$ cat src/rtl/led_pattern_sequencer_if.sv
// Tick input, mode select and LED/status outputs of the LED pattern sequencer.
interface led_pattern_sequencer_if;
    logic       TICK_IN;
    logic [1:0] MODE;
    logic       YELLOW_LED;
    logic [3:0] STEP;
    logic       TICK_OUT;
    logic       WRAP;

    modport master (
        output TICK_IN, MODE,
        input  YELLOW_LED, STEP, TICK_OUT, WRAP
    );

    modport slave (
        input  TICK_IN, MODE,
        output YELLOW_LED, STEP, TICK_OUT, WRAP
    );
endinterface

$ cat src/rtl/led_pattern_sequencer.sv
// 16-step LED pattern engine clocked by synchronised slow-divider ticks.
// LED_SEQ_BREATHE_EN: mode 2 becomes PWM breathing instead of steady on.
module led_pattern_sequencer #(
    parameter int unsigned TICKS_PER_STEP = 16
) (
    input logic                    CLK,
    input logic                    RST,
    led_pattern_sequencer_if.slave bus
);
    localparam int unsigned TCNT_W = 8;
    localparam int unsigned STEP_W = 4;
    localparam int unsigned MODE_W = 2;
    localparam logic [TCNT_W-1:0] TCNT_LAST = TCNT_W'(TICKS_PER_STEP - 1);
    localparam logic [STEP_W-1:0] STEP_LAST = '1;

    logic              s1, s2, s3;
    logic              sync_live;
    logic              armed;
    logic [TCNT_W-1:0] tcnt;
    logic [STEP_W-1:0] step;
    logic [MODE_W-1:0] amode;
    logic              led;
    logic              tick_out;
    logic              wrap;

    logic              tick_evt_c;
    logic              step_end_c;
    logic              wrap_c;
    logic [15:0]       pattern_c;
    logic              led_c;

    // An input already high at reset release must fall (seen by s1) before it may count.
    always_comb begin
        tick_evt_c = s2 & ~s3 & armed;
        step_end_c = (tcnt == TCNT_LAST);
        wrap_c     = tick_evt_c & step_end_c & (step == STEP_LAST);
    end

    always_comb begin
        pattern_c = 16'h0000;
        case (amode)
            2'd0:    pattern_c = 16'h00FF;
            2'd1:    pattern_c = 16'h0005;
            2'd2:    pattern_c = 16'hFFFF;
            default: pattern_c = 16'h0000;
        endcase
    end

`ifdef LED_SEQ_BREATHE_EN
    logic [7:0] phase;
    logic [7:0] pwm;
    logic [7:0] level_c;

    // Triangle-wave brightness from the tick phase, compared against a free-running PWM ramp.
    always_comb begin
        level_c = phase[7] ? {~phase[6:0], 1'b0} : {phase[6:0], 1'b0};
        led_c   = (amode == 2'd2) ? (pwm < level_c) : pattern_c[step];
    end

    always_ff @(posedge CLK) begin
        if (RST) begin
            phase <= '0;
            pwm   <= '0;
        end else begin
            pwm <= pwm + 8'd1;
            if (tick_evt_c) begin
                phase <= phase + 8'd1;
            end
        end
    end
`else
    always_comb begin
        led_c = pattern_c[step];
    end
`endif

    always_ff @(posedge CLK) begin
        if (RST) begin
            s1        <= 1'b0;
            s2        <= 1'b0;
            s3        <= 1'b0;
            sync_live <= 1'b0;
            armed     <= 1'b0;
            tcnt      <= '0;
            step      <= '0;
            amode     <= bus.MODE;
            led       <= 1'b0;
            tick_out  <= 1'b0;
            wrap      <= 1'b0;
        end else begin
            s1        <= bus.TICK_IN;
            s2        <= s1;
            s3        <= s2;
            sync_live <= 1'b1;
            armed     <= armed | (sync_live & ~s1);
            tick_out  <= tick_evt_c;
            wrap      <= wrap_c;
            led       <= led_c;
            if (tick_evt_c) begin
                if (step_end_c) begin
                    tcnt <= '0;
                    step <= step + STEP_W'(1);
                end else begin
                    tcnt <= tcnt + TCNT_W'(1);
                end
            end
            // Mode changes take effect only from step 0 of the next period.
            if (wrap_c) begin
                amode <= bus.MODE;
            end
        end
    end

    assign bus.YELLOW_LED = led;
    assign bus.STEP       = step;
    assign bus.TICK_OUT   = tick_out;
    assign bus.WRAP       = wrap;
endmodule
$ cat src/flat_wrapper.sv
// flat-port wrapper written by rule: the top's interface ports become plain ports
module led_pattern_sequencer_flat 
#(
    parameter int unsigned TICKS_PER_STEP = 16
)
  (CLK, RST, bus_TICK_IN, bus_MODE, bus_YELLOW_LED, bus_STEP, bus_TICK_OUT, bus_WRAP);
  led_pattern_sequencer_if bus_i ();
  input logic CLK;
  input logic RST;
  input wire logic [$bits(bus_i.TICK_IN)-1:0] bus_TICK_IN;
  input wire logic [$bits(bus_i.MODE)-1:0] bus_MODE;
  output wire logic [$bits(bus_i.YELLOW_LED)-1:0] bus_YELLOW_LED;
  output wire logic [$bits(bus_i.STEP)-1:0] bus_STEP;
  output wire logic [$bits(bus_i.TICK_OUT)-1:0] bus_TICK_OUT;
  output wire logic [$bits(bus_i.WRAP)-1:0] bus_WRAP;
  assign bus_i.TICK_IN = bus_TICK_IN;
  assign bus_i.MODE = bus_MODE;
  assign bus_YELLOW_LED = bus_i.YELLOW_LED;
  assign bus_STEP = bus_i.STEP;
  assign bus_TICK_OUT = bus_i.TICK_OUT;
  assign bus_WRAP = bus_i.WRAP;
  led_pattern_sequencer #(.TICKS_PER_STEP(TICKS_PER_STEP)) u_core (.CLK(CLK), .RST(RST), .bus(bus_i));
endmodule
$ cat config.mk
export PLATFORM = sky130hd
export DESIGN_NAME = led_pattern_sequencer_flat
export DESIGN_NICKNAME = d
export VERILOG_FILES = /design/src/rtl/led_pattern_sequencer_if.sv /design/src/rtl/led_pattern_sequencer.sv /design/src/flat_wrapper.sv
export SDC_FILE = /design/constraint.sdc
export NUM_CORES = 1
export LEC_CHECK = 0
export CORE_AREA = 2 2 61 63
export DETAILED_ROUTE_END_ITERATION = 12
export DIE_AREA = 0 0 63 65
export PLACE_DENSITY = 0.57
export SETUP_SLACK_MARGIN = 0.02
export SYNTH_ARGS = -nofsm -noshare
export SYNTH_HDL_FRONTEND = slang
export SYNTH_SLANG_ARGS = --single-unit
$ cat constraint.sdc
create_clock -name CLK -period 3.2 [get_ports CLK]
set_input_delay 0.64 -clock CLK [delete_from_list [all_inputs] [get_ports CLK]]
set_output_delay 0.64 -clock CLK [all_outputs]
set_load 0.01 [all_outputs]
# == Word level (Yosys, flattened, before mapping) ==
# Cells that the tools add are included.
# W data, S select, Z words.
# op_classes
reduce_logical,3
bitwise,8
addsub,2
n_mux,7
n_eq_ne,4
magnitude_cmp,1
# op_table
cell,count
$pmux W16 S3,1
$add A8 B1 Y8 const B,1
$eq A8 B4 Y1 const B,1
$mux W8,1
$and A1 B1 Y1,5
$lt A4 B5 Y1 const B,1
$add A4 B1 Y4 const B,1
$bmux W1 S4,1
$eq A4 B4 Y1 const B,1
$mux W2,2
$eq A2 B1 Y1 const B,1
$eq A2 B2 Y1 const B,1
$logic_not A2 Y1,1
$mux W1,2
$not A1 Y1,2
$reduce_and A2 Y1,1
$reduce_bool A2 Y1,1
$or A1 B1 Y1,1
# word_totals
elab_cells,36
reg_bits,22
inputBits,5

# == Longest topological paths before layout ==
# Gate-level depths: netlist of run 1.
# logic_depth
depth_word,7
mapped_depth,4

# == Worst setup path after synthesis of run 1 ==
# Ideal clock, no wire load.
# synth_path
path_type,in2reg
startpoint,in RST
endpoint,"reg u_core.amode[0], enable pin"
path_stages,3
path_slack_ps,1568
t_arrival_ps,1335
required_time_ps,2902
path_cell_list,clkbuf_1 clkbuf_1 a41o_1
# synth_via
elab_chain_len,1
# synth_rtl
item,line,text
from (decl),flat_wrapper.sv:9,input logic RST;
$reduce_bool A2 Y1 (no source line),-,
to (signal assigned),led_pattern_sequencer.sv:86,amode <= bus.MODE;
to (signal assigned),led_pattern_sequencer.sv:109,amode <= bus.MODE;
to (decl),led_pattern_sequencer.sv:21,logic [MODE_W-1:0] amode;
# Every way passes these cells.
# A chain may end at the register's enable or synchronous reset.

# == Worst setup path after layout of run 1 ==
# layout_path
startpoint,"reg u_core.step[2], in the netlist u_core.bus.STEP[2]"
endpoint,out bus_STEP[2]
# layout_lines
item,line,text
from (decl),led_pattern_sequencer.sv:20,logic [STEP_W-1:0] step;
from (signal assigned),led_pattern_sequencer.sv:102,step <= step + STEP_W'(1);
to (decl),flat_wrapper.sv:13,output wire logic [$bits(bus_i.STEP)-1:0] bus_STEP;
# No word-level cell between the ends.

==> metrics.txt, run 1 <==
Yosys top cell by area=sky130_fd_sc_hd__dfxtp_1; Final setup viols=0; worst relative slew slack=47.2%; Synthesis Warnings=0; Total Negative Setup Slacks=0 ns; worst reg2reg path depth=4; outcome=finished, final reports clean; area growth from synthesis to final layout=18.9%; wire length of the first global-routing pass=2.94 mm; total number of clock tree sinks=22; number of remaining DRC errors=0; final-report max-slew violation count=0; Sw Share=21.2%; fraction of layout instances using a drive strength above 1=9.62%; final antenna-violating net count=0; slowest stage cell on the critical path=sky130_fd_sc_hd__clkdlybuf4s50_1; met3 wirelength from detailed routing=37 µm; clock transition time at the flip-flop clock pins of the worst setup and hold paths=0.11 ns; top post-synthesis cells by area=sky130_fd_sc_hd__dfxtp_1, sky130_fd_sc_hd__edfxtp_1, sky130_fd_sc_hd__nor2b_1; Port Buffers=11; type of the most critical hold path=flip-flop to flip-flop; Max Clock Skew=0.00198 ns; WHS Path Cells=1; synthesized flop and latch total=22; top cell type's share of synthesized area=42.0%; crit path launch type=flip-flop; overall power of the completed layout=433 µW; internal power component=341 µW; Period minus WS final=1.96 ns; height of the die=65 µm; total track usage=9.05%; Synth Flop Type=sky130_fd_sc_hd__dfxtp_1; Combinational Power Share=5.0%; boundary pin count=12; number of standard cells after synthesis=93; share of the clock period used by the worst path after layout=61.3%; # diodes=0; Num CTS Buffers=3; count of flip-flops with a built-in enable after synthesis=2; CP max FO=7; area enclosed by the die boundary=4100 µm²; distinct cell type count after synthesis=35; initial cell density of the core=27.2%; ordered cell list for the critical path=clkdlybuf4s50_1; worst endpoint required time=2.56 ns; horizontal die dimension=63 µm; M1 WL=807 µm; WS Path Type=flip-flop to output port; TritonCTS clock tree=built; largest delay contributor family on the critical path=buffers and inverters; weighted congestion reported at the end of routability-driven placement=0.766; number of buffers and inverters on the critical path=1; Detailed Routing Iterations Pass 1=4; R2R Path End=u_core.amode[1]; WL per Instance=11.3 µm; # placed instances=148; Placeable Area=3500 µm²; Final Routed Wirelength=1.71 mm; via count of the first global-routing pass=672; worst reg2reg setup slack=1.40 ns; mean number of vias per cell=4.51; largest net degree at the start of global routing=25; Detailed Place HPWL=1.21 mm; synthesized netlist net count=100; critical register-to-register path startpoint=u_core.tcnt[0]; Hold Path Origin=u_core.amode[0]; Max Freq=510 MHz; CTS resizes=0; slew at the pin closest to its max-slew limit=0.789 ns; remaining global-route overflow=0; Max IR drop VDD=0.186 mV; initial antenna violation count=0; flip-flop count of the largest register, all copies and words added=8; RSZ-0062 raised after global routing=false; number of failing hold endpoints at the final stage=0; number of levels the H-tree was split into=1; power share of the clock group=28.5%; Post-synth ARST share=0%; most common cell in the netlist=sky130_fd_sc_hd__dfxtp_1; switching component of the power=91.7 µW; number of max-cap violations=0; final-layout fill cell count=376; register with the highest flop count=u_core.tcnt; destination of the worst hold path=u_core.bus.YELLOW_LED; power density over the cells=382 nW/µm²; met2 layer wire length in the routed design=841 µm; worst skew pair latency=0.30 ns; mapped cell area=952 µm²; Final Net Count=112; sequential group share of total power=66.5%; setup fix buffers added after clock tree synthesis=0; sequential share of the synthesized area=48.4%; post-route worst hold slack=0.444 ns; crit path DAT=1.32 ns; number of placement rows=22; final std cells w/o fill=152; top cell types by occurrence after synthesis=sky130_fd_sc_hd__dfxtp_1, sky130_fd_sc_hd__nor2_1, sky130_fd_sc_hd__nor2b_1; total number of vias=686; uppermost metal layer occupied by signal nets=met4; sort of element at the end of the critical path=output port; Mean Syn Cell Area=10.2 µm²; root buf cell=sky130_fd_sc_hd__clkbuf_4; number of hold buffers added after CTS=0; delay of the slowest critical-path stage=0.57 ns; largest buffer count on any clock path=2; P_leak=0.000426 µW; count of routing violations after the opening detailed-route iteration=19
## final cells by class
cell class	instances	area (µm²)	area share (%)
flip-flops and latches	22	460	40.7
multi-input cells	62	457	40.3
repair buffers	11	110	9.72
well taps	48	60.1	5.30
clock buffers	3	22.5	1.99
inverters	5	18.8	1.66
clock inverters	1	3.75	0.331
## logic make-up (layout without fill, tap and decap cells)
kind of cell    count (synthesis)  after routing  synth area share (%)
compound gates                 12             12                  8.67
xor+xnor                        1              1                 0.920
fa+ha+maj                       2              2                  2.63
buf+inv                         9             20                  3.68
flops                          22             22                  48.4
mux                             7              7                  8.41
simple gates                   40             40                  27.3
## power groups by stage
stage / Combinational, µW / Sequential [µW] / Clock [µW]
finish: 21.6 / 288 / 123
global route: 24.0 / 289 / 142
CTS: 22.1 / 288 / 131
detailed placement: 22.0 / 294 / 0
global placement: 21.0 / 294 / 0
floorplan: 11.6 / 294 / 0
## worst reg2reg max path: cells and delay by family (launching register included)
kind	cells	cell delay [ns]
DFF	1	0.41
AOI/OAI and AO/OA	1	0.27
adders and majority gates	1	0.22
and+or+nand+nor	2	0.62
## metrics by stage
step	cell area (µm²)	utilization [%]	worst slack, ns
3_3_place_gp	1110	31.6	1.07
3_5_place_dp	1110	31.6	1.02
6_report	1130	32.4	1.24
5_1_grt	1130	32.4	1.18
4_1_cts	1130	32.4	1.22
2_1_floorplan	952	-	1.57
## placed cells by master (no fill, tap or decap), drive strengths merged, types with 3 or more instances in the layout
| cell | Yosys | final |
|---|---|---|
| a21oi | 4 | 4 |
| clkbuf | 3 | 3 |
| clkdlybuf4s50 | 0 | 11 |
| dfxtp | 20 | 20 |
| inv | 5 | 5 |
| mux2 | 5 | 5 |
| nand2 | 6 | 6 |
| nand3 | 3 | 3 |
| nor2 | 9 | 9 |
| nor2b | 7 | 7 |
| nor4 | 5 | 5 |
| or3 | 3 | 3 |
## worst max-delay path by stage
stage                       start                 end  slack [ns]  cells after the start
2_1_floorplan                 RST     u_core.amode[0]        1.57                      3
5_1_grt        u_core.bus.STEP[2]         bus_STEP[2]        1.18                      1
3_5_place_dp                  RST  u_core.bus.STEP[3]        1.02                      3
3_3_place_gp                  RST     u_core.amode[0]        1.07                      2
6_report       u_core.bus.STEP[2]         bus_STEP[2]        1.24                      1
4_1_cts        u_core.bus.STEP[2]         bus_STEP[2]        1.22                      1
## per-layer routing
| metal | track usage [%] | vias up |
|---|---|---|
| met5 | 0 | - |
| met2 | 14.8 | 10 |
| met3 | 1.91 | 2 |
| li1 | - | 353 |
| met1 | 10.8 | 321 |
| met4 | 5.83 | 0 |
Power figures use the tool's default switching activity.
==> inputs of run 2 (changes only) <==
- PLACE_DENSITY: 0.57 -> 0.58
- clock period: 3.2 -> 1.7 ns (I/O delays scaled with it)
==> metrics.txt, run 2 (synthesis gave the netlist of run 1 again) <==
area enclosed by the die boundary=4100 µm² (unchanged); number of failing hold endpoints at the final stage=0 (unchanged); flip-flop count of the largest register, all copies and words added=8 (unchanged); Final Routed Wirelength=1.70 mm (-0.64%); fraction of layout instances using a drive strength above 1=15.0% (+5.3 points); total number of clock tree sinks=22 (unchanged); switching component of the power=174 µW (+89%); R2R Path End=u_core.bus.STEP[0]; setup fix buffers added after clock tree synthesis=0 (unchanged); footprint of the multi-input gates=464 µm² (+1.6%); initial antenna violation count=0 (unchanged); Max Clock Skew=0.00601 ns (+0.00404 ns); total number of vias=700 (+2.0%); Detailed Routing Iterations Pass 1=4 (unchanged); Max IR drop VDD=0.530 mV (+190%); instance count on the critical path=1 (unchanged); share of the clock period used by the worst path after layout=93.7%; sequential group share of total power=66.0% (-0.5 points); clock transition time at the flip-flop clock pins of the worst setup and hold paths=0.11 ns (about the same); worst reg2reg path depth=5 (+1); Combinational Power Share=5.8% (+0.8 points); count of routing violations after the opening detailed-route iteration=18 (-1); final-report max-slew violation count=0 (unchanged); final-layout fill cell count=356 (-5.3%); ordered cell list for the critical path=clkdlybuf4s50_1; post-route standard cell area excluding fillers=1180 µm² (+4.1%); standard cell area after detailed placement=1140 µm² (+3.2%); WL per Instance=11.0 µm (-2.6%); final setup margin=0.107 ns (-1.13 ns); height of the die=65 µm (unchanged); outcome=finished, final reports clean; largest delay contributor family on the critical path=buffers and inverters; worst endpoint required time=1.36 ns (-1.20 ns); number of placement rows=22 (unchanged); most frequent standard cell in the layout excluding fill and tap cells=sky130_fd_sc_hd__dfxtp_1; post-route core utilization=33.7% (+1.3 points); register with the highest flop count=u_core.tcnt; Total Negative Setup Slacks=0 ns (unchanged); crit path launch type=flip-flop; FF/Latch Area=464 µm² (+0.82%); power share of the clock group=28.2% (-0.3 points); slowest stage cell on the critical path=sky130_fd_sc_hd__clkdlybuf4s50_1; Final setup viols=0 (unchanged); number of buffers and inverters on the critical path=1 (unchanged); Max Freq=628 MHz; worst reg2reg setup slack=0.12 ns (-1.28 ns); remaining global-route overflow=0 (unchanged); # diodes=0 (unchanged); root buf cell=sky130_fd_sc_hd__clkbuf_4; final antenna-violating net count=0 (unchanged); mean number of vias per cell=4.52 (about the same); wire length of the first global-routing pass=2.83 mm (-3.7%); Sw Share=21.2% (-0.031 points); Setup WS pre-CTS=0.114 ns (-0.908 ns); area growth from synthesis to final layout=23.8%; TritonCTS clock tree=built; largest buffer count on any clock path=2 (unchanged); number of levels the H-tree was split into=1 (unchanged); type of the most critical hold path=flip-flop to flip-flop; RSZ-0062 raised after global routing=false; Placeable Area=3500 µm² (unchanged); Detailed Place HPWL=1.22 mm (+0.35%); number of remaining DRC errors=0 (unchanged); internal power component=647 µW (+90%); WS Path Type=flip-flop to output port; largest net degree at the start of global routing=25 (unchanged); timing startpoint of the critical path=u_core.bus.STEP[2]; via count of the first global-routing pass=650 (-3.3%); sort of element at the end of the critical path=output port; number of max-cap violations=0 (unchanged); Final Net Count=115 (+2.7%); delay of the slowest critical-path stage=0.55 ns (-0.02 ns); CP max FO=7 (unchanged); CP endpoint=bus_STEP[2]; power density over the cells=696 nW/µm² (+82%); most used cells in the layout excluding fill and tap cells=sky130_fd_sc_hd__dfxtp_1, sky130_fd_sc_hd__clkdlybuf4s50_1, sky130_fd_sc_hd__nor2_1; P_leak=0.000448 µW (+5.1%); slew at the pin closest to its max-slew limit=0.311 ns (-0.478 ns); Period minus WS final=1.59 ns; worst relative slew slack=79.3% (+32 points); crit path DAT=1.25 ns (-0.07 ns); weighted congestion reported at the end of routability-driven placement=0.724 (-5.5%); boundary pin count=12 (unchanged); initial cell density of the core=27.2% (unchanged); horizontal die dimension=63 µm (unchanged); Num CTS Buffers=3 (unchanged); worst skew pair latency=0.30 ns (about the same); critical register-to-register path startpoint=u_core.tcnt[1]; total track usage=8.94% (-0.10 points); Port Buffers=11 (unchanged)
run 2: through the flow:
stage	power (µW)	instances	hold slack, ns
final	821	155	0.438
after CTS	838	155	0.445
after detailed placement	602	151	0.427
after global placement	600	151	0.424
after global routing	864	155	0.468
after floorplan	576	93	0.410
run 2: power by group through the flow:
stage	Combinational [µW]	Clock (µW)	Sequential, µW
floorplan	21.8	0	554
global placement	47.4	0	553
detailed placement	48.9	0	554
CTS	49.0	247	542
global route	52.3	269	543
finish	47.9	231	541
run 2: timing repair:
action / CTS / global route
endpoints found under the setup margin: 1 / 5
gates resized for setup: 1 / 3
hold buffers: 0 / 0
run 2: metal layers:
layer | vias up | routed length, µm | global-route usage (%)
li1 | 357 | - | -
met1 | 323 | 766 | 9.95
met2 | 18 | 848 | 15.3
met3 | 2 | 59 | 3.13
met4 | 0 | 27 | 4.17
met5 | - | 0 | 0
run 2: final cells by class:
class | instances | share of cell area [%]
Sequential cell | 22 | 39.4
Multi-Input combinational cell | 62 | 39.4
Timing Repair Buffer | 14 | 12.3
Tap cell | 48 | 5.10
Clock buffer | 3 | 1.91
Inverter | 5 | 1.59
Clock inverter | 1 | 0.318
run 2: worst min-delay path by stage:
| stage | start | end | cells past startpoint |
|---|---|---|---|
| after floorplan | u_core.s1 | u_core.s2 | 2 |
| after global placement | u_core.amode[0] | u_core.bus.YELLOW_LED | 1 |
| after detailed placement | u_core.s1 | u_core.s2 | 2 |
| after CTS | u_core.s1 | u_core.s2 | 2 |
| after global routing | u_core.s1 | u_core.s2 | 2 |
| final | u_core.s1 | u_core.s2 | 2 |
==> RTL change 1: new RTL, settings of run 1 <==
Add a define of `LED_SEQ_BREATHE_EN`.
--- a/src/rtl/led_pattern_sequencer.sv
+++ b/src/rtl/led_pattern_sequencer.sv
@@ -1,5 +1,7 @@
 // 16-step LED pattern engine clocked by synchronised slow-divider ticks.
 // LED_SEQ_BREATHE_EN: mode 2 becomes PWM breathing instead of steady on.
+`define LED_SEQ_BREATHE_EN
+
 module led_pattern_sequencer #(
     parameter int unsigned TICKS_PER_STEP = 16
 ) (
Formal check against the unedited RTL: not equivalent (a bounded check fails within 4 cycles, from zero or initial values and one cycle with RST high).
==> RTL change 1 against run 1 <==
  * Sequential power increased by 71%
  * Sequential cell count increased by 16
  * Synthesized area increased by 77%
  * Via count increased by 78%
  * Clock skew increased by 0.0084 ns
  * Sequential share of layout area increased by 0.15 points
  * Total power increased by 83%
  * Wire length increased by 69%
  * Cell area increased by 69%
  * Worst setup slack got worse by 0.065 ns
  * Core utilization increased by 22 points
  * Critical path depth unchanged
  * Highest routed layer unchanged
==> RTL change 1: results (changes against run 1) <==
| Metric | Value |
|---|---|
| Fill cells | `331 (-12%)` |
| H-tree Lvls | `2 (+1)` |
| Leak | `0.6812 nW (+60%)` |
| Total track usage | `0.1629 (+0.07240)` |
| CTS Buf Count | `5 (+2)` |
| Placed Area | `1849 um^2 (+67%)` |
| Top cells by count, synth | `dfxtp_1, nor2_1, xnor2_1` |
| Latest clock arrival within the worst-skew pair | `0.35 ns (+0.05 ns)` |
| Final cell count without fillers | `241 (+59%)` |
| Vias per cell | `5.054 (+12%)` |
| Pre-CTS setup slack | `1.270 ns (+0.2469 ns)` |
| Slew Limit Headroom | `0.7222 (+0.2500)` |
| Pin count of the biggest net entering global routing | `16 (-36%)` |
| Final layout net count | `207 (+85%)` |
| Crit path DAT | `1.39 ns (+0.07 ns)` |
| Mapped Avg Cell Area | `9.482 um^2 (-7.4%)` |
| Register cell area after layout | `780.7 um^2 (+70%)` |
| Syn_nets | `193 (+93%)` |
| Share of cells above drive strength 1 | `0.08808 (-0.008071)` |
| Synth area leaders | `dfxtp_1, xnor2_1, ha_1, nor2_1, xor2_1` |
| Hold Startpoint | `u_core.pwm[0]` |
| Register area share after synthesis | `0.4626 (-0.02101)` |
| Worst ir drop on vdd | `0.0002567 V (+38%)` |
| Placed cells | `233 (+57%)` |
| Vias in the first global route | `1200 (+79%)` |
| Drt wl/cell | `12.02 um (+6.7%)` |
| Violation count after the first detailed-routing iteration | `71 (+52)` |
| Setup Skew | `0.01042 ns (+0.008441 ns)` |
| Post-detail-place hpwl | `2157 um (+78%)` |
| Switching Fraction | `0.2320 (+0.02012)` |
| Outcome | `completed` |
| Crit Reg-Reg Startpoint | `u_core.tcnt[4]` |
RTL change 1: changes by cell type after synthesis, moves of 7 or more:
| cell | run 1 | this run |
|---|---|---|
| nor2_1 | 9 | 32 |
| ha_1 | 2 | 10 |
| dfxtp_1 | 20 | 36 |
| xor2_1 | 1 | 8 |
| xnor2_1 | 0 | 21 |
| nand2_1 | 6 | 14 |
RTL change 1: routing by layer:
metal	routed length, um	vias to the layer above	global-route usage
li1	-	627	-
met1	1429	566	0.1963
met2	1293	17	0.2606
met3	104	8	0.05729
met4	70	0	0.07500
met5	0	-	0
RTL change 1: worst paths after layout:
kind | endpoint | slack [ns] | cells past startpoint
max | bus_STEP[2] | 1.17 | 1
min | u_core.pwm[0] | 0.45 | 1
max reg2reg | u_core.amode[1] | 1.41 | 4
min reg2reg | u_core.pwm[0] | 0.45 | 1
RTL change 1: worst register-to-register path: stages, from the launching register on:
cell and delay, ns:
dfxtp_1 0.37, or4_4 0.60, nor3_4 0.25, nand4_1 0.16
nand2_1 0.13
RTL change 1: power groups by stage:
stage / Clock [mW] / Sequential (mW) / Combinational, mW
after floorplan: 0 / 0.503 / 0.0217
after global placement: 0 / 0.504 / 0.0347
after detailed placement: 0 / 0.504 / 0.0354
after CTS: 0.272 / 0.493 / 0.0358
after global routing: 0.294 / 0.495 / 0.0403
final: 0.266 / 0.493 / 0.0349
RTL change 1: kinds of logic after synthesis:
logic type      after synthesis  synth area share
mux                           1          0.005931
compound gates               13           0.04374
fa+ha+maj                    10           0.07413
buf+inv                       9           0.02075
xor+xnor                     29            0.1505
simple gates                 78            0.2424
flops                        38            0.4626
RTL change 1: cell type report:
type	instances	share of cell area
sequential	38	0.4081
clock inverter	2	0.006540
tap	48	0.03139
timing repair buffer	13	0.06540
clock buffer	6	0.02681
multi-input combinational	131	0.4559
inverter	3	0.005886
==> RTL change 2: new RTL, settings of run 1 <==
Made on the original files. One comparison of `tcnt` changes from == to >=.
--- a/src/rtl/led_pattern_sequencer.sv
+++ b/src/rtl/led_pattern_sequencer.sv
@@ -32,7 +32,7 @@
     // An input already high at reset release must fall (seen by s1) before it may count.
     always_comb begin
         tick_evt_c = s2 & ~s3 & armed;
-        step_end_c = (tcnt == TCNT_LAST);
+        step_end_c = (tcnt >= TCNT_LAST);
         wrap_c     = tick_evt_c & step_end_c & (step == STEP_LAST);
     end
 
Check against the original RTL: no difference found for any inputs over 10 cycles, from zero or initial values and one cycle with RST high; that may be too few to reach the edited logic, so the function may still have changed.
==> RTL change 2 against run 1 <==
  * Worst setup slack lost 0.0030 ns
  * Sequential share of layout area increased by 3.0 points
  * Count of clock-buffer cells in the layout increased by 1
  * Maximum frequency decreased by 0.15%
  * Total power increased by 13%
  * Wire length shrank 11%
  * Cell count fell by 8.6%
  * Clock power up 48%
  * Synthesized area is 11% lower
  * Sequential cell count is the same
  * Combinational power is 7% lower
  * Cell area down 6.9%
  * Critical path type unchanged
  * Critical endpoint unchanged
  * Largest cell class unchanged
==> RTL change 2: results (changes against run 1) <==
| Metric | Value |
|---|---|
| Buffering overhead | `0.1044 (+0.007152)` |
| Minimum hold slack | `0.4396 ns (-0.004471 ns)` |
| Top cells by count, synth | `dfxtp_1, nor2_1, nor2b_1` |
| Clock buffer cells | `4 (+1)` |
| Post-synthesis compound-gate area fraction | `0.08850 (+0.001768)` |
| Final layout net count | `99 (-12%)` |
| Syn_nets | `86 (-14%)` |
| Yosys warns | `0 (unchanged)` |
| CTS Buf Count | `3 (unchanged)` |
| Synth area leaders | `dfxtp_1, edfxtp_1, mux2_2, nor2b_1, a211oi_1` |
| Non-clock inverter total of the final layout | `4 (-1)` |
| GPL Wtd Cong | `0.7027 (-8.3%)` |
| Adder-Cell Fraction of Synth Area | `0.02950 (+0.003217)` |
| Via count | `608 (-11%)` |
| First-pass GRT wire length | `2580 um (-12%)` |
| Multi-In Gates | `50 (-19%)` |
| Pre-CTS setup slack | `1.107 ns (+0.08422 ns)` |
| Worst slew pin tran | `0.6726 ns (-0.1165 ns)` |
| Nonclk buf count | `11 (unchanged)` |
| Setup Skew | `0.01027 ns (+0.008296 ns)` |
| Outcome | `completed` |
| WL final | `1532 um (-11%)` |
| Multiplexer area fraction after synthesis | `0.06342 (-0.02068)` |
| Post-detail-place hpwl | `1071 um (-12%)` |
| H-tree Lvls | `1 (unchanged)` |
| Worst R2R Setup Slack | `1.46 ns (+0.06 ns)` |
| Register area share after synthesis | `0.5428 (+0.05920)` |
| Vias in the first global route | `598 (-11%)` |
| Share of cells above drive strength 1 | `0.1099 (+0.01374)` |
| Worst ir drop on vdd | `0.0001126 V (-39%)` |
| Clk tree area frac | `0.04508 (+0.02187)` |
| Fill cells | `363 (-3.5%)` |
| F_max | `0.5094 GHz (-0.15%)` |
| Multi-input gate area | `361.6 um^2 (-21%)` |
| Post-Synth XOR/XNOR Area | `0.02065 (+0.01145)` |
| Unique masters post-synth | `28 (-20%)` |
| Placed Area | `1007 um^2 (-8.9%)` |
| Total track usage | `0.08049 (-0.009981)` |
| Pin count of the biggest net entering global routing | `21 (-16%)` |
| Leak | `0.4166 nW (-2.1%)` |
| #FFs+latches synth | `22 (unchanged)` |
| Violation count after the first detailed-routing iteration | `47 (+28)` |
| Clk slew on worst S/H paths | `0.13 ns (+0.02 ns)` |
RTL change 2: power by group:
part,switching (mW),internal (mW)
Sequential,0.00380,0.285
Combinational,0.00947,0.0105
Clock,0.0870,0.0954
RTL change 2: metrics by stage:
stage               std cells  utilization
floorplan                  79            -
global placement          135       0.2881
detailed placement        135       0.2881
CTS                       139       0.3017
global route              139       0.3017
finish                    139       0.3017
RTL change 2: layer usage:
metal  GRT usage  part of all wire
met2      0.1343              0.46
met4     0.05833             0.018
met3     0.01563             0.034
met1     0.09188              0.49
met5           0                 0
RTL change 2: logic make-up after synthesis:
family,Yosys count
adders and majority gates,2
buffers and inverters,7
DFF,22
xor gates and xnor gates,2
muxes,5
AOI/OAI and AO/OA,10
and+or+nand+nor,31
RTL change 2: worst paths after layout:
check,from,endpoint,cells past startpoint
setup / recovery,u_core.bus.STEP[2],bus_STEP[2],1
hold / removal,u_core.s1,u_core.s2,2
setup reg to reg,u_core.tcnt[0],u_core.amode[1],4
hold reg to reg,u_core.s1,u_core.s2,2
